### src/rtl/imm_packer.sv
// imm_packer: packs {op, rd, rs, imm} requests into 32-bit instruction words
// ([31:27] op, [26:22] rd, [21:17] rs, [16:0] imm17) and expands the LI
// pseudo-op into ADDI, LUI or LUI+ADDI sequences on a valid/ready stream.
// Optional build macro: IMM_SAT_EN -- when defined, non-LI immediates that
// overflow 17 bits saturate instead of being truncated.
module imm_packer #(
    parameter logic [4:0] OP_LI   = 5'h1F,
    parameter logic [4:0] OP_LUI  = 5'h0F,
    parameter logic [4:0] OP_ADDI = 5'h08
) (
    input  logic        clk,
    input  logic        rst,
    input  logic        in_valid,
    output logic        in_ready,
    input  logic [4:0]  in_op,
    input  logic [4:0]  in_rd,
    input  logic [4:0]  in_rs,
    input  logic [31:0] in_imm,
    output logic        out_valid,
    input  logic        out_ready,
    output logic [31:0] out_word,
    output logic        out_last,
    output logic        err_ovf
);

    localparam logic [1:0] S_IDLE = 2'd0;  // no word held
    localparam logic [1:0] S_HI   = 2'd1;  // LUI word held, ADDI word pending
    localparam logic [1:0] S_LAST = 2'd2;  // final word of the request held

    // The immediate fits in 17 bits when bits 31..16 are all copies of bit 16.
    function automatic logic imm_fits(input logic [31:0] imm);
        return (imm[31:16] == {16{imm[16]}});
    endfunction

    // Upper part for LUI: rounding by bit 16 compensates for the decoder
    // sign-extending the low 17 bits; the sum wraps modulo 2^15.
    function automatic logic [14:0] calc_hi15(input logic [31:0] imm);
        return imm[31:17] + {14'd0, imm[16]};
    endfunction

    // Assemble one instruction word from its fields.
    function automatic logic [31:0] pack_word(input logic [4:0]  op,
                                              input logic [4:0]  rd,
                                              input logic [4:0]  rs,
                                              input logic [16:0] imm17);
        return {op, rd, rs, imm17};
    endfunction

    // Immediate field for a directly packed (non-LI) op.
    function automatic logic [16:0] direct_imm17(input logic [31:0] imm);
`ifdef IMM_SAT_EN
        if (imm_fits(imm)) begin
            return imm[16:0];
        end else if (imm[31]) begin
            return 17'h10000;
        end else begin
            return 17'h0FFFF;
        end
`else
        return imm[16:0];
`endif
    endfunction

    logic [1:0]  state_r;
    logic        out_valid_r;
    logic [31:0] out_word_r;
    logic        out_last_r;
    logic        err_ovf_r;
    logic [31:0] pend_word_r;

    logic        accept_s;
    logic        fits_s;
    logic [14:0] hi15_s;
    logic [16:0] lo17_s;

    logic [1:0]  req_state_s;
    logic [31:0] req_word_s;
    logic        req_last_s;
    logic        req_err_s;
    logic [31:0] req_pend_s;

    logic [1:0]  state_nx_s;
    logic        valid_nx_s;
    logic [31:0] word_nx_s;
    logic        last_nx_s;
    logic        err_nx_s;
    logic [31:0] pend_nx_s;

    assign in_ready  = (state_r == S_IDLE) || ((state_r == S_LAST) && out_ready);
    assign accept_s  = in_valid && in_ready;
    assign fits_s    = imm_fits(in_imm);
    assign hi15_s    = calc_hi15(in_imm);
    assign lo17_s    = in_imm[16:0];

    assign out_valid = out_valid_r;
    assign out_word  = out_word_r;
    assign out_last  = out_last_r;
    assign err_ovf   = err_ovf_r;

    // Decode the incoming request into its first word, follow-up word and target state.
    always_comb begin
        req_state_s = S_LAST;
        req_word_s  = 32'd0;
        req_last_s  = 1'b1;
        req_err_s   = 1'b0;
        req_pend_s  = 32'd0;
        if (in_op == OP_LI) begin
            if (fits_s) begin
                req_word_s = pack_word(OP_ADDI, in_rd, 5'd0, lo17_s);
            end else if (lo17_s == 17'd0) begin
                req_word_s = pack_word(OP_LUI, in_rd, 5'd0, {2'b00, hi15_s});
            end else begin
                req_word_s  = pack_word(OP_LUI, in_rd, 5'd0, {2'b00, hi15_s});
                req_last_s  = 1'b0;
                req_state_s = S_HI;
                req_pend_s  = pack_word(OP_ADDI, in_rd, in_rd, lo17_s);
            end
        end else begin
            req_word_s = pack_word(in_op, in_rd, in_rs, direct_imm17(in_imm));
            req_err_s  = !fits_s;
        end
    end

    // Next-state and next-output selection for the output holding stage.
    always_comb begin
        state_nx_s = state_r;
        valid_nx_s = out_valid_r;
        word_nx_s  = out_word_r;
        last_nx_s  = out_last_r;
        err_nx_s   = err_ovf_r;
        pend_nx_s  = pend_word_r;
        case (state_r)
            S_IDLE, S_LAST: begin
                if (accept_s) begin
                    state_nx_s = req_state_s;
                    valid_nx_s = 1'b1;
                    word_nx_s  = req_word_s;
                    last_nx_s  = req_last_s;
                    err_nx_s   = req_err_s;
                    pend_nx_s  = req_pend_s;
                end else if ((state_r == S_LAST) && out_ready) begin
                    state_nx_s = S_IDLE;
                    valid_nx_s = 1'b0;
                end else begin
                    state_nx_s = state_r;
                    valid_nx_s = out_valid_r;
                end
            end
            S_HI: begin
                if (out_ready) begin
                    state_nx_s = S_LAST;
                    valid_nx_s = 1'b1;
                    word_nx_s  = pend_word_r;
                    last_nx_s  = 1'b1;
                    err_nx_s   = 1'b0;
                    pend_nx_s  = 32'd0;
                end else begin
                    state_nx_s = S_HI;
                    valid_nx_s = 1'b1;
                end
            end
            default: begin
                state_nx_s = S_IDLE;
                valid_nx_s = 1'b0;
                word_nx_s  = 32'd0;
                last_nx_s  = 1'b0;
                err_nx_s   = 1'b0;
                pend_nx_s  = 32'd0;
            end
        endcase
    end

    // State and output registers; reset drops any pending ADDI word at once.
    always_ff @(posedge clk or posedge rst) begin
        if (rst) begin
            state_r     <= S_IDLE;
            out_valid_r <= 1'b0;
            out_word_r  <= 32'd0;
            out_last_r  <= 1'b0;
            err_ovf_r   <= 1'b0;
            pend_word_r <= 32'd0;
        end else begin
            state_r     <= state_nx_s;
            out_valid_r <= valid_nx_s;
            out_word_r  <= word_nx_s;
            out_last_r  <= last_nx_s;
            err_ovf_r   <= err_nx_s;
            pend_word_r <= pend_nx_s;
        end
    end

endmodule

### config.mk
export PLATFORM = sky130hd
export DESIGN_NAME = imm_packer
export DESIGN_NICKNAME = d
export VERILOG_FILES = /design/src/rtl/imm_packer.sv
export SDC_FILE = /design/constraint.sdc
export NUM_CORES = 1
export LEC_CHECK = 0
export BUFFER_PORTS_ARGS = -buffer_cell sky130_fd_sc_hd__buf_2
export CAP_MARGIN = 10
export CORE_MARGIN = 1
export CORE_UTILIZATION = 25
export DETAILED_ROUTE_END_ITERATION = 10
export GPL_ROUTABILITY_DRIVEN = 1
export GPL_TIMING_DRIVEN = 0
export PLACE_DENSITY = 0.52
export SLEW_MARGIN = 5
export SYNTH_ARGS = -nofsm -noshare
export SYNTH_HDL_FRONTEND = slang
export SYNTH_SLANG_ARGS = --single-unit
### constraint.sdc
create_clock -name clk -period 2.2 [get_ports clk]
set_input_delay 0.22 -clock clk [delete_from_list [all_inputs] [get_ports clk]]
set_output_delay 0.22 -clock clk [all_outputs]
set_load 0.005 [all_outputs]
==> impl_metrics.tcl, run 1 <==
set metrics [dict create \
    status "finished with violations" \
    violations "design-rule violations" \
    rsz0062_at_grt "false" \
    synth_edf_count 0 \
    powerDensity_mw_per_mm2 819 \
    clock_sinks 60 \
    htree_levels 3 \
    tightest_slew_ps 713 \
    critPathArrivalTime_ps 2230 \
    grt_pass1_wl_um 14800 \
    die_x_um 112 \
    path_max_fanout 10 \
    num-fill-cells 1244 \
    grt.overflow.total 0 \
    routed_via_density 4.97 \
    die_h_um 112 \
    skew_ps 5.20 \
    cts_inserted_buffers 9 \
    r2r-end "out_word[7]" \
    r2r-start "state_r[0]" \
    fmax_ghz 0.504 \
    syn_nets 359 \
    root_buffer "clkbuf_16" \
    synth_seq_cells 60 \
    syn_inst 306 \
    clkTransAtPathRegs_ps 50 \
    cp.buffers_inverters 2 \
    drt_iter0_drc 222 \
    period_minus_slack_ps 1990 \
    cts_tree "done" \
    path_cells "inv_1, nor2_1, a21oi_1, clkbuf_1, o21ai_0, o22ai_1" \
    area_growth_pct 31.6 \
    slew_violations 0 \
    cp-start-kind "flip-flop" \
    syn_area_mm2 0.00302 \
    dp_slack_ps -74.2 \
    cp_num_cells 6 \
    io_pins 87 \
    via_count 2742 \
    drive_gt1_frac 0.276 \
    reg2reg_depth 6 \
    seq_area_mm2 0.00150 \
    cpMaxStageDelayCell "clkbuf_1" \
    path_class "reg2reg" \
    grt_max_degree 38 \
    cp_top_family "compound AO/OA/AOI/OAI gates" \
    cp-end-kind "flip-flop" \
    final_core_util 0.342 \
    multi_input_area_mm2 0.00140 \
    p_leak_nw 1.91 \
    drc 9 \
    nets 457 \
    wirelength_um 9310 \
    ys_warn_count 0 \
    hold_class "in2reg" \
    initial_utilization 0.260 \
    timing.final.ws_setup_ps 215 \
    ys.flop_type "dfrtp_1" \
    hold_path_depth 2 \
    synth_cell_types 38 \
    first_pass_iters 7 \
    min_period_over_period 0.902 \
    yosysSeqAreaShare 0.497 \
    wl_per_cell_um 16.9 \
    antenna_cells 0 \
    ant_nets 0 \
    startpoint "state_r[0]" \
    dieArea_mm2 0.0125 \
    place_congestion 0.841 \
    cts_buffer_depth 2 \
    dp_hpwl_um 7010 \
    crit_path_end "out_word[7]" \
    grt_usage 0.155 \
    drv_cap 0 \
    setup-violations-final 0 \
    ir_worst_vdd_mv 0.370 \
    syn_area_per_cell_um2 9.87 \
    antenna_found_initial 0 \
    core_area_mm2 0.0116 \
    cpPeakStageDelay_ps 480 \
    clock_latency_ps 320 \
    grt_pass1_vias 2705 \
    hold_violations 0 \
    std_cell_rows 39 \
    crit_required_ps 2440 \
    io_buffers 85 \
    synthArstFlopShare 1.00 \
    cts_setup_buffers 0 \
    slew_headroom 0.520 \
    finalPower_mw 3.25 \
    reg2reg_slack_ps 210 \
]
==> kinds of logic after synthesis <==
group | Yosys count | synth area share
buf+inv | 27 | 0.0410
compound gates | 89 | 0.204
simple gates | 101 | 0.166
flops | 60 | 0.497
xor+xnor | 13 | 0.0377
mux | 14 | 0.0464
fa+ha+maj | 2 | 0.00828
==> worst min path at each step <==
| stage | from | slack [ps] | end |
|---|---|---|---|
| CTS | in_op[2] | 120 | out_word[29] |
| global placement | pend_word_r[30] | 450 | pend_word_r[30] |
| finish | in_op[2] | 130 | out_word[29] |
| global route | in_op[2] | 130 | out_word[29] |
| floorplan | in_imm[15] | 350 | out_word[15] |
| detailed placement | rst | 310 | out_word[29] |
==> timing repair <==
item                       CTS  global route
hold endpoints to repair    23             0
hold buffers                 1             0
resized for setup            2             2
setup endpoints to repair   14            14
==> state kept, by name, indices dropped and copies added (netlist names) <==
signal       flops
out_word        32
pend_word_r     23
state_r          2
err_ovf          1
out_last         1
out_valid        1
==> cells in the final DEF, fill, tap and decap left out, types with 2 or more instances in the layout <==
master	Yosys	routed
a22oi_1	6	6
mux2i_1	14	14
clkinv_2	0	3
o21ai_0	10	10
and2_1	2	2
o22ai_1	8	8
a31oi_1	10	10
nand2_1	27	27
and3_1	3	3
xnor2_1	11	11
clkbuf_16	0	9
nor3_1	2	2
a22o_1	19	19
nor4_1	7	7
nand4_1	6	6
clkbuf_2	0	2
and4_1	11	11
dfrtp_1	60	60
a21oi_1	19	19
o21ai_1	5	5
xor2_1	2	2
nor2_1	31	31
buf_6	2	2
buf_2	3	89
inv_1	6	5
bufinv_16	0	2
o2bb2ai_1	5	5
nand3_1	9	9
clkbuf_1	14	13
ha_1	2	2
==> worst register-to-register path: cells and delay by family (launching register included) <==
kind | cells | cell delay, ps
flip-flops | 1 | 450
buffers and inverters | 2 | 600
AO/OA/AOI/OAI | 3 | 750
AND/OR/NAND/NOR | 1 | 110
==> cell type report <==
class,count,area share
flip-flops and latches,60,0.378
multi-input cells,219,0.351
repair buffers,87,0.115
clock buffers,11,0.0610
well taps,143,0.0450
plain buffers,21,0.0264
clock inverters,5,0.0189
inverters,6,0.00566
==> power breakdown <==
group          switching, mW  internal [mW]  total (mW)
clock network          0.491           1.02        1.51
registers             0.0603           1.21        1.27
logic                  0.267          0.212       0.479
==> cell usage after synthesis, types with 9 or more instances <==
| master | n | area share |
|---|---|---|
| a22o_1 | 19 | 0.055 |
| a21oi_1 | 19 | 0.031 |
| clkbuf_1 | 14 | 0.017 |
| nand2_1 | 27 | 0.034 |
| a31oi_1 | 10 | 0.021 |
| mux2i_1 | 14 | 0.046 |
| and4_1 | 11 | 0.032 |
| xnor2_1 | 11 | 0.032 |
| nand3_1 | 9 | 0.015 |
| o21ai_0 | 10 | 0.017 |
| dfrtp_1 | 60 | 0.50 |
| nor2_1 | 31 | 0.039 |
==> metal layers <==
layer	routed length, µm	global-route usage	vias up
li1	-	-	1335
met1	4460	0.215	1316
met2	4220	0.239	87
met3	561	0.0408	4
met4	61	0.0405	0
met5	0	0	-
==> through the flow <==
| stage | area [µm²] | instances | hold slack (ps) | setup TNS (ps) |
|---|---|---|---|---|
| after CTS | 3980 | 552 | 120 | 0 |
| after global placement | 3620 | 534 | 453 | -22360 |
| after floorplan | 3020 | 306 | 353 | 0 |
| final | 3980 | 552 | 134 | 0 |
| after global routing | 3980 | 552 | 125 | 0 |
| after detailed placement | 3640 | 535 | 307 | -632 |
Note: power is estimated with default switching activity, not from simulation.
==> run 2: changes to the inputs <==
--- a/config.mk
+++ b/config.mk
@@ -5,14 +5,14 @@
 export SDC_FILE = /design/constraint.sdc
 export NUM_CORES = 1
 export LEC_CHECK = 0
-export BUFFER_PORTS_ARGS = -buffer_cell sky130_fd_sc_hd__buf_2
 export CAP_MARGIN = 10
 export CORE_MARGIN = 1
 export CORE_UTILIZATION = 25
 export DETAILED_ROUTE_END_ITERATION = 10
+export DONT_BUFFER_PORTS = 1
 export GPL_ROUTABILITY_DRIVEN = 1
 export GPL_TIMING_DRIVEN = 0
-export PLACE_DENSITY = 0.52
+export PLACE_DENSITY = 0.46
 export SLEW_MARGIN = 5
 export SYNTH_ARGS = -nofsm -noshare
 export SYNTH_HDL_FRONTEND = slang
==> impl_metrics.tcl, run 2 (synthesized netlist as in run 1, its figures left out) <==
set metrics [dict create \
    cts_buffer_depth 2 \
    die_x_um 112 \
    slew_headroom 0.494 \
    skew_ps 3.66 \
    final_core_util 0.306 \
    setup_tns_ps 0 \
    std_cell_rows 39 \
    root_buffer "clkbuf_16" \
    io_pins 87 \
    drt_iter0_drc 153 \
    clock_sinks 60 \
    stdcell_area_mm2 0.00355 \
    routed_via_density 5.31 \
    cp-end-kind "flip-flop" \
    dp_hpwl_um 6930 \
    period_minus_slack_ps 1950 \
    tightest_slew_ps 759 \
    powerDensity_mw_per_mm2 864 \
    clkTransAtPathRegs_ps 50 \
    place_congestion 0.790 \
    clock_latency_ps 330 \
    wl_per_cell_um 20.0 \
    grt_pass1_vias 2484 \
    reg2reg_slack_ps 250 \
    die_h_um 112 \
    first_pass_iters 8 \
    min_from "in_imm[8]" \
    cts_inserted_buffers 9 \
    hold_class "in2reg" \
    ant_nets 0 \
    r2r-end "out_word[7]" \
    reg2reg_depth 6 \
    core_area_mm2 0.0116 \
    whs_endpoint "pend_word_r[8]" \
    grt_pass1_wl_um 14400 \
    htree_levels 3 \
    antenna_cells 0 \
    p_leak_nw 1.57 \
    dieArea_mm2 0.0125 \
    grt_usage 0.154 \
    violations "design-rule violations" \
    critPathArrivalTime_ps 2200 \
    top_usage_layer "met2" \
    grt_max_degree 61 \
    fin_hold_ws_ps 21.5 \
    setup-violations-final 0 \
    drive_gt1_frac 0.0951 \
    area_growth_pct 17.5 \
    largest_reg_flops 32 \
    slew_violations 0 \
    grt.overflow.total 0 \
    io_buffers 0 \
    status "finished with violations" \
    final_cells 469 \
    cts_tree "done" \
    antenna_found_initial 0 \
    min_period_over_period 0.886 \
    layout_commonest_cell "dfrtp_1" \
    hold_path_depth 1 \
    gr-usage-met3 0.0637 \
    path_class "reg2reg" \
    crit_required_ps 2450 \
    grtUsageMet1 0.197 \
    drv_cap 0 \
    final_cell_mix "dfrtp_1, nor2_1, nand2_1" \
    path_max_fanout 10 \
    r2r-start "state_r[0]" \
    drc 9 \
    rsz0062_at_grt "false" \
    nets 374 \
    startpoint "state_r[0]" \
    wirelength_um 9380 \
    fmax_ghz 0.513 \
    via_count 2489 \
    hold_violations 0 \
    cp-start-kind "flip-flop" \
    dpl-instance-area_mm2 0.00320 \
    place_inst 449 \
    initial_utilization 0.260 \
    ir_worst_vdd_mv 0.335 \
    met2_usage 0.235 \
]
run 2: changes by cell type in the layout (fill, tap and decap cells not counted), moves of 2 or more:
cell	previous run	this run
buf_2	89	4
buf_4	1	4
clkinv_2	3	1
clkinvlp_4	0	2
run 2: final cells by class:
cell class,count,area [µm²]
Clock inverter,5,58.8
Buffer,21,105
Inverter,6,25.0
Tap cell,143,179
Fill cell,1219,8060
Timing Repair Buffer,4,32.5
Sequential cell,60,1500
Clock buffer,11,253
Multi-Input combinational cell,219,1400
run 2: how the worst max path moves through the flow:
stage                   to  slack [ps]
6_report       out_word[7]         250
5_1_grt        out_word[7]           5
3_3_place_gp   out_word[5]        -320
2_1_floorplan  out_word[7]         420
4_1_cts           out_last          70
3_5_place_dp      out_last        -100
run 2: timing repair:
action,in CTS,in global routing
setup endpoints to repair,13,13
buffers inserted,0,3
cloned,0,0
endpoints found under the hold margin,60,0
hold buffers,1,0
pin swaps,0,1
gates resized for setup,2,2
run 2: worst max-delay path: stages (launching register included):
cell,delay [ps]
dfrtp_1,440
inv_1,110
nor2_1,110
a21oi_1,400
clkbuf_1,490
o21ai_0,150
o22ai_1,180
run 2: stage by stage:
step,setup slack (ps),power [mW]
after detailed placement,-95.3,1.62
after global placement,-321,1.62
after CTS,69.7,3.09
final,251,3.07
after floorplan,415,1.52
after global routing,5.22,3.19
run 2: layer usage:
metal  wire (µm)  vias up
met5           0        -
met4         146        0
met3         817       10
met2        4270       97
met1        4150     1214
li1            -     1168
run 2: power by group:
part / switching [mW] / total (mW) / internal (mW)
logic: 0.181 / 0.302 / 0.121
clock network: 0.522 / 1.46 / 0.939
registers: 0.0928 / 1.30 / 1.21
total: 0.795 / 3.07 / 2.27
==> run 3: changes to the inputs <==
--- a/config.mk
+++ b/config.mk
@@ -6,6 +6,7 @@
 export NUM_CORES = 1
 export LEC_CHECK = 0
 export CAP_MARGIN = 10
+export CORE_ASPECT_RATIO = 1.25
 export CORE_MARGIN = 1
 export CORE_UTILIZATION = 25
 export DETAILED_ROUTE_END_ITERATION = 10
==> impl_metrics.tcl, run 3 (synthesized netlist as in run 1, its figures left out) <==
set metrics [dict create \
    clock_latency_ps 320 \
    drv_cap 0 \
    skew_ps 6.43 \
    root_buffer "clkbuf_16" \
    grt.overflow.total 0 \
    largest_reg_flops 32 \
    powerDensity_mw_per_mm2 840 \
    path_class "reg2reg" \
    dp_hpwl_um 6920 \
    cp-end-kind "flip-flop" \
    initial_utilization 0.259 \
    via_count 2490 \
    place_congestion 0.819 \
    routed_via_density 5.12 \
    drc 0 \
    io_buffers 0 \
    cp-start-kind "flip-flop" \
    fmax_ghz 0.518 \
    die_h_um 125 \
    slew_headroom 0.480 \
    core_area_mm2 0.0117 \
    std_cell_rows 44 \
    final_core_util 0.305 \
    antenna_cells 0 \
    drive_gt1_frac 0.0923 \
    fin_hold_ws_ps 26.1 \
    slew_violations 0 \
    setup-violations-final 0 \
    p_leak_nw 1.56 \
    dieArea_mm2 0.0125 \
    wl_met1_um 3890 \
    first_pass_iters 4 \
    htree_levels 3 \
    critPathArrivalTime_ps 2170 \
    nets 374 \
    drt_iter0_drc 172 \
    wl_met2_um 4470 \
    grt_usage 0.159 \
    hold_class "in2reg" \
    clkTransAtPathRegs_ps 50 \
    hold_violations 0 \
    grt_max_degree 61 \
    clock_sinks 60 \
    grt_pass1_vias 2456 \
    cts_buffer_depth 2 \
    layout_commonest_cell "dfrtp_1" \
    final_cell_mix "dfrtp_1, nor2_1, nand2_1" \
    rsz0062_at_grt "false" \
    ir_worst_vdd_mv 0.406 \
    path_max_fanout 10 \
    ant_nets 0 \
    cts_tree "done" \
    wirelength_um 9380 \
    top_layer "met4" \
    status "finished, final reports clean" \
    cts_inserted_buffers 9 \
    min_period_over_period 0.878 \
    io_pins 87 \
    die_x_um 100 \
    area_growth_pct 17.7 \
    crit_required_ps 2430 \
    period_minus_slack_ps 1930 \
    antenna_found_initial 0 \
    wl_per_cell_um 19.3 \
    grt_pass1_wl_um 14700 \
    met3WireLength_um 875 \
    tightest_slew_ps 780 \
]
run 3: cell types whose count changed in the layout (fill, tap and decap cells not counted), sizes merged:
| cell | delta |
|---|---|
| inv | -1 |
run 3: metal layers:
| metal | vias up | global-route usage |
|---|---|---|
| met2 | 102 | 0.248 |
| met3 | 9 | 0.0533 |
| met4 | 0 | 0.0665 |
| met1 | 1212 | 0.199 |
| li1 | 1167 | - |
| met5 | - | 0 |
run 3: worst max-delay path, cell delays in order, from the launching register on:
cell	delay [ps]
dfrtp_1	440
inv_1	90
nor2_1	320
a21o_1	210
clkbuf_2	240
clkbuf_2	310
a21oi_1	80
o22ai_1	140
run 3: timing repair:
action / CTS / global route
hold buffers: 1 / 0
endpoints found under the setup margin: 17 / 19
resized for setup: 2 / 4
cloned: 0 / 0
pin swaps: 0 / 1
endpoints found under the hold margin: 60 / 0
buffers inserted: 0 / 3
run 3: final cells by class:
| type | count | area, µm² |
|---|---|---|
| Tap cell | 161 | 201 |
| Multi-Input combinational cell | 219 | 1400 |
| Buffer | 21 | 106 |
| Clock buffer | 11 | 243 |
| Fill cell | 1254 | 8120 |
| Clock inverter | 4 | 50.0 |
| Timing Repair Buffer | 4 | 32.5 |
| Inverter | 6 | 25.0 |
| Sequential cell | 60 | 1500 |
run 3: report_power, final:
group	total, mW	switching, mW	internal [mW]
Clock	1.39	0.487	0.898
Sequential	1.30	0.0909	1.21
Combinational	0.301	0.180	0.121
Total	2.99	0.758	2.23
run 3: final timing paths:
path | from | to | depth (start not counted) | slack [ps]
max in group asynchronous | rst | pend_word_r[3] | 2 | 1150
min | in_imm[13] | pend_word_r[13] | 1 | 30
max | state_r[0] | out_word[3] | 7 | 270
min reg2reg | pend_word_r[30] | pend_word_r[30] | 2 | 470
min in group asynchronous | rst | out_word[15] | 2 | 530
max reg2reg | state_r[0] | out_word[3] | 7 | 270
run 3: through the flow:
stage	worst slack, ps	power (mW)	std cells	cell area (µm²)	TNS [ps]
after floorplan	415	1.52	306	3020	0
after global placement	-348	1.62	467	3220	-21520
after detailed placement	-106	1.62	467	3220	-984
after CTS	70.2	3.02	483	3530	0
after global routing	82.8	3.14	486	3550	0
final	268	2.99	486	3550	0
